`config.mk`:
```
export PLATFORM = sky130hd
export DESIGN_NAME = song_sequencer
export DESIGN_NICKNAME = d
export VERILOG_FILES = /design/src/rtl/song_sequencer.sv
export SDC_FILE = /design/constraint.sdc
export NUM_CORES = 1
export LEC_CHECK = 0
export BUFFER_PORTS_ARGS = -buffer_cell sky130_fd_sc_hd__buf_2
export CAP_MARGIN = 20
export CORE_ASPECT_RATIO = 0.7
export CORE_UTILIZATION = 50
export CTS_CLUSTER_SIZE = 25
export DETAILED_ROUTE_END_ITERATION = 7
export MAX_ROUTING_LAYER = met4
export PLACE_DENSITY = 0.72
export SKIP_LAST_GASP = 1
export SYNTH_ARGS = -nofsm -noshare
export SYNTH_HDL_FRONTEND = slang
export SYNTH_SLANG_ARGS = --single-unit
export TNS_END_PERCENT = 30
```
`constraint.sdc`:
```
create_clock -name clk -period 2.2 [get_ports clk]
set_input_delay 0.22 -clock clk [delete_from_list [all_inputs] [get_ports clk]]
set_output_delay 0.22 -clock clk [all_outputs]
set_load 0.02 [all_outputs]
```
`src/rtl/song_sequencer.sv`:
```
// Auto-play note sequencer: walks a song ROM entry by entry, sounding each entry
// for a programmed number of beats followed by a fixed silent gap.
module song_sequencer #(
    parameter int unsigned BEAT_CYCLES = 25_000_000,
    parameter int unsigned GAP_CYCLES  = 2_500_000,
    parameter int unsigned SONG_LEN    = 32,
    parameter int unsigned ADDR_W      = 5
) (
    input  logic              clk,
    input  logic              rst,
    input  logic              start,
    input  logic              pause,
    input  logic              stop,
    output logic [ADDR_W-1:0] rom_addr,
    input  logic [9:0]        rom_data,
    output logic [3:0]        note,
    output logic [1:0]        octave_auto,
    output logic              playing,
    output logic              done
);

    localparam int unsigned MAXC = (BEAT_CYCLES > GAP_CYCLES) ? BEAT_CYCLES : GAP_CYCLES;
    localparam int unsigned CW   = (MAXC > 1) ? $clog2(MAXC) : 1;
    localparam logic [CW-1:0]     BEAT_LAST = CW'(BEAT_CYCLES - 1);
    localparam logic [CW-1:0]     GAP_LAST  = CW'((GAP_CYCLES > 0) ? GAP_CYCLES - 1 : 0);
    localparam logic [ADDR_W-1:0] ADDR_LAST = ADDR_W'(SONG_LEN - 1);

    typedef enum logic [2:0] {
        S_IDLE,
        S_LOAD,
        S_TONE,
        S_GAP,
        S_DONE
    } state_t;

    state_t            state, state_d;
    logic [ADDR_W-1:0] addr_d;
    logic [CW-1:0]     cyc_cnt, cyc_d;
    logic [3:0]        beat_cnt, beat_d;
    logic [3:0]        note_lat, note_lat_d;
    logic [1:0]        oct_lat, oct_lat_d;
    logic [3:0]        beats_lat, beats_lat_d;
    logic [3:0]        note_d;
    logic [1:0]        oct_d;
    logic              playing_d, done_d;
    logic              hold, advance;

    logic [3:0] rom_note;
    logic [1:0] rom_oct;
    logic [3:0] rom_beats;

    assign rom_note  = rom_data[9:6];
    assign rom_oct   = rom_data[5:4];
    assign rom_beats = rom_data[3:0];

    always_comb begin
        state_d     = state;
        addr_d      = rom_addr;
        cyc_d       = cyc_cnt;
        beat_d      = beat_cnt;
        note_lat_d  = note_lat;
        oct_lat_d   = oct_lat;
        beats_lat_d = beats_lat;
        hold        = 1'b0;
        advance     = 1'b0;

        if (stop && state != S_IDLE) begin
            state_d = S_IDLE;
            addr_d  = '0;
        end else if (pause && (state == S_LOAD || state == S_TONE || state == S_GAP)) begin
            hold = 1'b1;
        end else begin
            case (state)
                S_IDLE: begin
                    addr_d = '0;
                    if (start && !stop) state_d = S_LOAD;
                end
                S_LOAD: begin
                    if (rom_beats == 4'd0) begin
                        state_d = S_DONE;
                    end else begin
                        note_lat_d  = (rom_note > 4'd7) ? 4'd0 : rom_note;
                        oct_lat_d   = rom_oct;
                        beats_lat_d = rom_beats;
                        cyc_d       = '0;
                        beat_d      = '0;
                        state_d     = S_TONE;
                    end
                end
                S_TONE: begin
                    if (cyc_cnt == BEAT_LAST) begin
                        cyc_d = '0;
                        if (beat_cnt == beats_lat - 4'd1) begin
                            if (GAP_CYCLES > 0) state_d = S_GAP;
                            else                advance = 1'b1;
                        end else begin
                            beat_d = beat_cnt + 4'd1;
                        end
                    end else begin
                        cyc_d = cyc_cnt + CW'(1);
                    end
                end
                S_GAP: begin
                    if (cyc_cnt == GAP_LAST) begin
                        cyc_d   = '0;
                        advance = 1'b1;
                    end else begin
                        cyc_d = cyc_cnt + CW'(1);
                    end
                end
                S_DONE: begin
                    state_d = S_IDLE;
                    addr_d  = '0;
                end
                default: state_d = S_IDLE;
            endcase
        end

        if (advance) begin
            if (rom_addr == ADDR_LAST) begin
                state_d = S_DONE;
            end else begin
                addr_d  = rom_addr + ADDR_W'(1);
                state_d = S_LOAD;
            end
        end

        // Outputs are derived from the next state so they register in step with it.
        note_d    = (state_d == S_TONE && !hold) ? note_lat_d : 4'd0;
        oct_d     = (state_d == S_IDLE) ? 2'b00 :
                    (state_d == S_TONE) ? oct_lat_d : octave_auto;
        playing_d = (state_d != S_IDLE);
        done_d    = (state_d == S_DONE);
    end

    always_ff @(posedge clk) begin
        if (rst) begin
            state       <= S_IDLE;
            rom_addr    <= '0;
            cyc_cnt     <= '0;
            beat_cnt    <= '0;
            note_lat    <= '0;
            oct_lat     <= '0;
            beats_lat   <= '0;
            note        <= '0;
            octave_auto <= '0;
            playing     <= 1'b0;
            done        <= 1'b0;
        end else begin
            state       <= state_d;
            rom_addr    <= addr_d;
            cyc_cnt     <= cyc_d;
            beat_cnt    <= beat_d;
            note_lat    <= note_lat_d;
            oct_lat     <= oct_lat_d;
            beats_lat   <= beats_lat_d;
            note        <= note_d;
            octave_auto <= oct_d;
            playing     <= playing_d;
            done        <= done_d;
        end
    end

endmodule

```
==> results of run 1 <==
## flip-flops by register name (all words and copies together) (netlist names)
signal and flops:
beat_cnt 4, beats_lat 4, cyc_cnt 25, done 1
note 4, note_lat 4, oct_lat 2, octave_auto 2
playing 1, rom_addr 5, state 3
## stage by stage
stage	hold slack, ns	utilization	TNS (ns)	instance area [um2]	setup WS [ns]
6_report	0.168	0.685	-2.79	3390	-0.163
5_1_grt	0.174	0.685	-5.90	3390	-0.270
2_1_floorplan	0.356	-	-0.494	2700	-0.0328
3_5_place_dp	0.440	0.643	-3.08	3180	-0.171
3_3_place_gp	0.440	0.643	-2.18	3180	-0.129
4_1_cts	0.164	0.664	-2.27	3280	-0.148
## worst min-delay path, stage by stage
cell and delay, ns:
buf_2 0.10, nand2_1 0.04, a21oi_1 0.07
## worst min-delay path by stage
stage                     start            to  slack (ns)  depth (start not counted)
global route        rom_data[4]    oct_lat[0]        0.17                          3
detailed placement  note_lat[3]   note_lat[3]        0.44                          1
global placement    note_lat[3]   note_lat[3]        0.44                          1
finish              rom_data[4]    oct_lat[0]        0.17                          3
floorplan           rom_data[1]  beats_lat[1]        0.36                          2
CTS                 rom_data[4]    oct_lat[0]        0.16                          3
## per-layer routing
metal / wire, um / up-vias / track usage
li1: - / 1257 / -
met1: 3280 / 1176 / 0.349
met2: 2860 / 67 / 0.346
met3: 406 / 7 / 0.0406
met4: 75 / 0 / 0.0714
met5: 0 / - / -
## what timing repair did
action                     4_1_cts  5_1_grt
pin swaps                        0        5
gates cloned                     0        2
gates resized for setup          1       10
setup endpoints to repair       39       42
setup buffers                    2        1
## kinds of logic (layout without fill, tap and decap cells)
kind of cell	Yosys count	after routing	share of synthesized area
XOR/XNOR	28	28	0.0919
adder cells (fa/ha/maj)	5	5	0.0235
multiplexers	2	2	0.00750
AND/OR/NAND/NOR	161	161	0.315
flip-flops	55	55	0.413
AO/OA/AOI/OAI	48	48	0.122
buffers and inverters	18	87	0.0267
## layout make-up
| cell class | instances | share of cell area |
|---|---|---|
| Sequential cell | 55 | 0.326 |
| Timing Repair Buffer | 71 | 0.152 |
| Clock inverter | 2 | 0.00370 |
| Multi-Input combinational cell | 244 | 0.463 |
| Inverter | 8 | 0.00887 |
| Tap cell | 69 | 0.0255 |
| Clock buffer | 6 | 0.0214 |
## power by group through the flow
stage          combinational [mW]  clock, mW  sequential (mW)
2_1_floorplan              0.0811          0             1.03
3_3_place_gp                0.137          0             1.03
3_5_place_dp                0.141          0             1.03
4_1_cts                     0.142      0.566             1.01
5_1_grt                     0.173      0.611             1.01
6_report                    0.160      0.562             1.01
## cells in the mapped netlist, types with 4 or more instances
| cell type | n |
|---|---|
| dfxtp_1 | 55 |
| nor2_1 | 47 |
| nand2_1 | 32 |
| a21oi_1 | 22 |
| xnor2_1 | 16 |
| nand3_1 | 14 |
| nand4_1 | 12 |
| xor2_1 | 12 |
| nor3_1 | 10 |
| inv_1 | 8 |
| clkbuf_1 | 7 |
| nor2b_1 | 6 |
| ha_1 | 5 |
| nor3b_1 | 5 |
| or3_1 | 5 |
| and3_1 | 4 |
| o21ai_0 | 4 |
==> results.txt, run 1 <==
- In the routed layout, each cell is associated on average with a via count of about 5.5.
- Ranked by total cell area, the synthesized netlist is headed by dfxtp_1 41%, nor2_1 6.6%, xnor2_1 5.3%.
- Commonest non-fill, non-tap cells in the layout: 52 x dfxtp_1, 47 x nor2_1, 41 x buf_4
- Clock-pin slew was measured on the worst setup and hold paths at about 0.10 ns.
- Register area: about 1100 um2
- During I/O placement, the number of pins put on the boundary was 28.
- Sequential share of the synthesized area: 0.413
- The run finished, with violations left.
- In this run the remaining antenna-violating nets after routing total 0.
- In this run the register-to-register setup slack is -0.16 ns.
- Total power per unit cell area: about 510 nW/um2
* Cell total after placement: 442
* Kind of cell adding the most delay to the critical path: simple AND/OR/NAND/NOR gates
- For the worst-skew pair, the clock arrives at the later sink with an insertion delay of ~0.32 ns.
* Final min period: roughly 2.4 ns
- Final net count: around 400
- For this block, the routed nets add up to around 6.6 mm of wire.
* Overall die height: roughly 63 um
- Worst Path Arrival: 2.57 ns
* Clock tree from TritonCTS: done
- Highest achievable clock rate: between 400 and 500 MHz
* Skew final: slightly above 0.009 ns
- # port buffers: 27
* Final global-route overflow total: 0
* Final cell count without fillers: between 400 and 500
- Number of violations of the max-capacitance limit: 0
* Crit path launch type: register
* Final setup vio count: 32
* Final routed DRC violation total: 0
- Starting density of the core: 0.540
* Detailed router's first-iteration violation count: around 190
- In this run the worst path has a maximum fanout of 7.
- Fill cell instance count of the final layout: around 450
* Largest buffer count on any clock path: 2
- The cell area that synthesis handed to floorplanning was about 2700 um2.
- RR Startpoint: cyc_cnt[1]
- The number of slew-limit violations in the final report is 0.
* Cell-by-cell trace of the critical path: ha_4 > and4_4 > or4b_4 > or4_4 > a211oi_4 > nand4_1 > mux2i_1
- In the synthesized netlist the dominant register cell turns out to be dfxtp_1.
- In this run the critical register-to-register path is captured at beat_cnt[3].
* Violations in the final reports: negative setup slack
* Net count after synthesis: between 300 and 400
- Switching fraction of total power: 0.250
* First-pass GRT wire length: 10.3 mm
- Worst ir drop on vdd: 347 uV
* CP Capture Type: register
- Worst setup path category: reg2reg
- Largest net degree at the start of global routing: 31
* Cell-internal power: 1.30 mW
- All-Layer GR Usage: 0.242
* Via count of the first global-routing pass: 2235
- Counting the buffers created by CTS gives 5.
- Worst hold-check path type: in2reg
- Core Footprint: between 4000 and 5000 um2
- After legalization and detailed placement, the total HPWL measured 4.58 mm.
- Syn Inst Count: 317
* Clock share of power: 0.325
- Commonest non-fill, non-tap cell in the layout: dfxtp_1
- The tree built by TritonCTS fans out to 55 sinks.
* Leak Pwr: approximately 1.3 nW
- The total count of hold-check failures in the final report was 0.
- The synthesized design contains 0 enable-type register cells.
* Switching power of the nets: approximately 0.43 mW
- Data on the critical path is required at its endpoint by 2.41 ns.
* Fin worst setup slack: -0.163 ns
- CTS placed an instance of clkbuf_8 at the clock tree root.
- In this run the worst setup path begins at cyc_cnt[1].
* Max-slew headroom: 0.633
- DR WL/cell: about 15 um
- Library cells used by synthesis: 52
- Avg Cell Area, Syn: between 8 and 9 um2
- Area share of the largest cell type after synthesis: 0.413
- Overall power consumption after layout is estimated at about 1.7 mW.
- Global placer's final weighted congestion: between 0.8 and 0.9
- Counting both buffers and inverters, the worst setup path holds a total of 0.
- Area growth syn-to-layout: 26.9%
- Synthesis inferred 55 register bits.
* Period utilization: 1.07
* Via count of the routed design: roughly 2500
* Area used by multi-input combinational logic: 1570 um2
* FFs w/ async S/R, synth: 0
- Least-Margin Pin Slew: about 0.55 ns
- After floorplanning, the core was divided into 21 placement rows.
- Number of antenna violations at the first check in global routing: 0
- Part of the power in registers: 0.583
* Drt first pass iters: 4
* Synth warnings: 0
* Number of levels the H-tree was split into: 2
- The die covers 5640 um2.
- Die span in x: between 80 and 90 um
- For this design, the slowest cell found on the critical path is or4b_4.
- The critical path ends at beat_cnt[3].
* Number of logic stages on the critical path including buffering: 7
* CP peak stage delay: 0.47 ns
- In the final layout, the share of cells above drive strength 1 is 0.254.
* Number of hold-repair buffers added at the cts stage: 0
* Setup repair after global routing missed its margin: true
* Antenna Diode Count: 0
- Area leader, netlist: dfxtp_1
* Worst-case reg-to-reg path depth: 7
- Of the total power, combinational logic draws 0.093.
No activity file was read; power rests on OpenSTA's default activity.
==> run 2, diff against run 1 <==
Settings changed: REMOVE_ABC_BUFFERS set to 1.
==> results.txt, run 2 (same netlist as run 1, synthesis figures left out) <==
* Result of the run: finished, violations left
- The final reports fail on negative setup slack.
* Cell total after placement: 444 (+0.45%)
- The net total in the final layout came to 408 (+0.74%).
- Total routed wirelength: 6.61 mm (-0.18%)
- Leaving out fill and tap cells, the most frequent cell in the layout is dfxtp_1.
* Period utilization: 1.08 (+0.00939)
- Capturing element of the worst setup path: beat_cnt[2]
- Number of violations of the max-capacitance limit: 0 (unchanged)
- The area occupied by multi-input gates was 1550 um2 (-0.80%).
- The via density per instance came to 5.50 (-0.22%).
- The routability congestion estimate was 0.922 (+4.6%).
* Fraction of final layout cells with drive strength greater than 1: 0.260 (+0.00575)
- Cell-internal power: 1.40 mW (+8.2%)
- The buffer depth of the longest clock path is 2 (unchanged).
- The DRC violation total after the first TritonRoute iteration is 169 (-8.6%).
- Number of levels the H-tree was split into: 2 (unchanged)
* RR Startpoint: cyc_cnt[0]
* Part of the power in registers: 0.554 (-0.029)
- The top-level I/O count is 28 (unchanged).
- Source of the critical timing path: cyc_cnt[0]
- The part of the power in combinational logic was 0.078 (-0.015).
* Die span in x: 89.3 um (unchanged)
- Flip-flop count of the largest register after layout: 25 (unchanged)
- Largest reg by FF count: cyc_cnt
* Via count of the first global-routing pass: 2300 (+2.9%)
* Cell row count: 21 (unchanged)
- Regs by FF count: cyc_cnt x25, rom_addr x5
* Final routed DRC violation total: 0 (unchanged)
* Half-perimeter wire length of the detailed placement result: 4.86 mm (+6.2%)
- The top cell types in the final layout, fill and taps aside, are 52 x dfxtp_1, 47 x nor2_1, 46 x buf_4.
- Fill cell instance count of the final layout: 444 (-1.6%)
- CP Capture Type: register
- The final period demand of the worst path came to 2.38 ns (+0.0207 ns).
* Leak Pwr: 1.31 nW (+1.2%)
- The number of hold buffers added after CTS is 0 (unchanged).
- Antenna Diode Count: 0 (unchanged)
- Clock latency reported for the late side of the worst-skew pair: 0.31 ns (about the same)
- Clock sinks: 55 (unchanged)
- Via count of the routed design: 2518 (+0.44%)
- Overall die height: 63.1 um (unchanged)
* Max Transition Viols Final: 0 (unchanged)
- The count of input and output buffers was 27 (unchanged).
- The power per cell area was 536 nW/um2 (+4.8%).
- The worst hold path belongs to the class in2reg.
* Worst-case reg-to-reg path depth: 7 (unchanged)
- Area growth syn-to-layout: 27.2%
- R2R Path End: beat_cnt[2]
- All-Layer GR Usage: 0.262 (+0.0200)
- Worst setup path category: reg2reg
* Library cell used as clock root buffer: clkbuf_8
* Final antenna-violating net count: 0 (unchanged)
* Sum of internal, switching and leakage power: 1.82 mW (+5.0%)
* Largest net degree at the start of global routing: 31 (unchanged)
* Skew final: 0.0126 ns (+0.00333 ns)
- Final setup vio count: 38 (+19%)
- Highest achievable clock rate: 419 MHz (-0.87%)
- Clock edge transition at the registers on the reported setup and hold paths: 0.10 ns (about the same)
- The part of the power in the clock network was 0.368 (+0.043).
- Worst setup slack for register-to-register paths: -0.18 ns (-0.02 ns)
- Worst Path Arrival: 2.58 ns (about the same)
* Clock tree from TritonCTS: done
- The number of iterations in the first detailed-routing pass was 5 (+1).
- The area of the core region was 4940 um2 (unchanged).
- Crit path launch type: register
* Starting density of the core: 0.540 (unchanged)
* Final cell count without fillers: 458 (+0.66%)
- The worst slew slack as a fraction of its limit was 0.644 (+0.0114).
- The detail-routed net length per standard cell was 14.4 um (-0.84%).
- The switching portion of total power came to 0.227 (-0.0226).
* Number of antenna violations at the first check in global routing: 0 (unchanged)
- Fin worst setup slack: -0.184 ns (-0.0207 ns)
- Final Hold Vio Count: 0 (unchanged)
* Switching power of the nets: 0.413 mW (-4.5%)
- The maximum vdd ir drop is 386 uV (+11%).
- The die outline area came to 5640 um2 (unchanged).
* Data required time of the worst path: 2.40 ns (about the same)
* Setup repair after global routing missed its margin: true
- The register cell area after layout is 1110 um2 (+0.23%).
- Final global-route overflow total: 0 (unchanged)
- The transition time at the pin with the least slew margin is 0.529 ns (-0.0211 ns).
* Worst Path Max Fanout: 7 (unchanged)
- First-pass GRT wire length: 11.0 mm (+7.2%)
- Num CTS Buffers: 5 (unchanged)
==> run 2: cell count changes in the layout (fill, tap and decap cells not counted), sizes merged <==
| cell | previous run | this run |
|---|---|---|
| bufinv | 0 | 1 |
| clkinv | 1 | 0 |
| clkbuf | 8 | 5 |
| inv | 8 | 9 |
| buf | 69 | 74 |
==> run 2: worst max-delay path, stage by stage (launching register included) <==
cell	delay [ns]
dfxtp_2	0.37
ha_4	0.15
and4_4	0.21
or4b_4	0.47
or4_4	0.45
a211oi_4	0.32
a21oi_1	0.11
a31o_1	0.20
==> run 2: how the worst min path moves through the flow <==
stage	startpoint	end	slack, ns	cells past startpoint
finish	rom_data[4]	oct_lat[0]	0.17	3
global route	rom_data[4]	oct_lat[0]	0.17	3
CTS	rom_data[4]	oct_lat[0]	0.16	3
detailed placement	note_lat[3]	note_lat[3]	0.44	1
global placement	note_lat[3]	note_lat[3]	0.43	1
floorplan	rst	beat_cnt[0]	0.29	1
==> run 2: cell type report <==
class	instances	area share
Clock buffer	5	0.0203
Clock inverter	3	0.0136
Inverter	8	0.00885
Multi-Input combinational cell	244	0.458
Sequential cell	55	0.326
Tap cell	69	0.0254
Timing Repair Buffer	74	0.147
==> run 2: per-stage QoR <==
step	hold WS (ns)	TNS, ns	area (um2)	utilization	setup slack, ns
final	0.168	-3.24	3390	0.687	-0.184
after floorplan	0.289	-7.84	2630	-	-0.266
after detailed placement	0.440	-5.49	3170	0.641	-0.335
after global placement	0.435	-3.87	3170	0.641	-0.247
after global routing	0.167	-6.85	3390	0.687	-0.278
after CTS	0.158	-3.31	3380	0.684	-0.149
==> run 2: per-layer routing <==
| metal | routed length (um) | vias to the layer above | global-route usage | share of wire |
|---|---|---|---|---|
| li1 | - | 1257 | - | - |
| met4 | 73 | 0 | 0.0694 | 0.011 |
| met5 | 0 | - | - | 0 |
| met3 | 404 | 11 | 0.0485 | 0.061 |
| met2 | 2660 | 93 | 0.345 | 0.40 |
| met1 | 3470 | 1157 | 0.404 | 0.53 |
==> run 2: power groups by stage <==
| stage | sequential, mW | combinational, mW | clock [mW] |
|---|---|---|---|
| floorplan | 1.03 | 0.0654 | 0 |
| global placement | 1.03 | 0.135 | 0 |
| detailed placement | 1.03 | 0.136 | 0 |
| CTS | 1.01 | 0.139 | 0.683 |
| global route | 1.01 | 0.157 | 0.722 |
| finish | 1.01 | 0.142 | 0.670 |
==> run 2: timing repair <==
action                                  4_1_cts  5_1_grt
resized for setup                            14        2
setup buffers                                 5        1
endpoints found under the setup margin       43       42
pin swaps                                    12        1
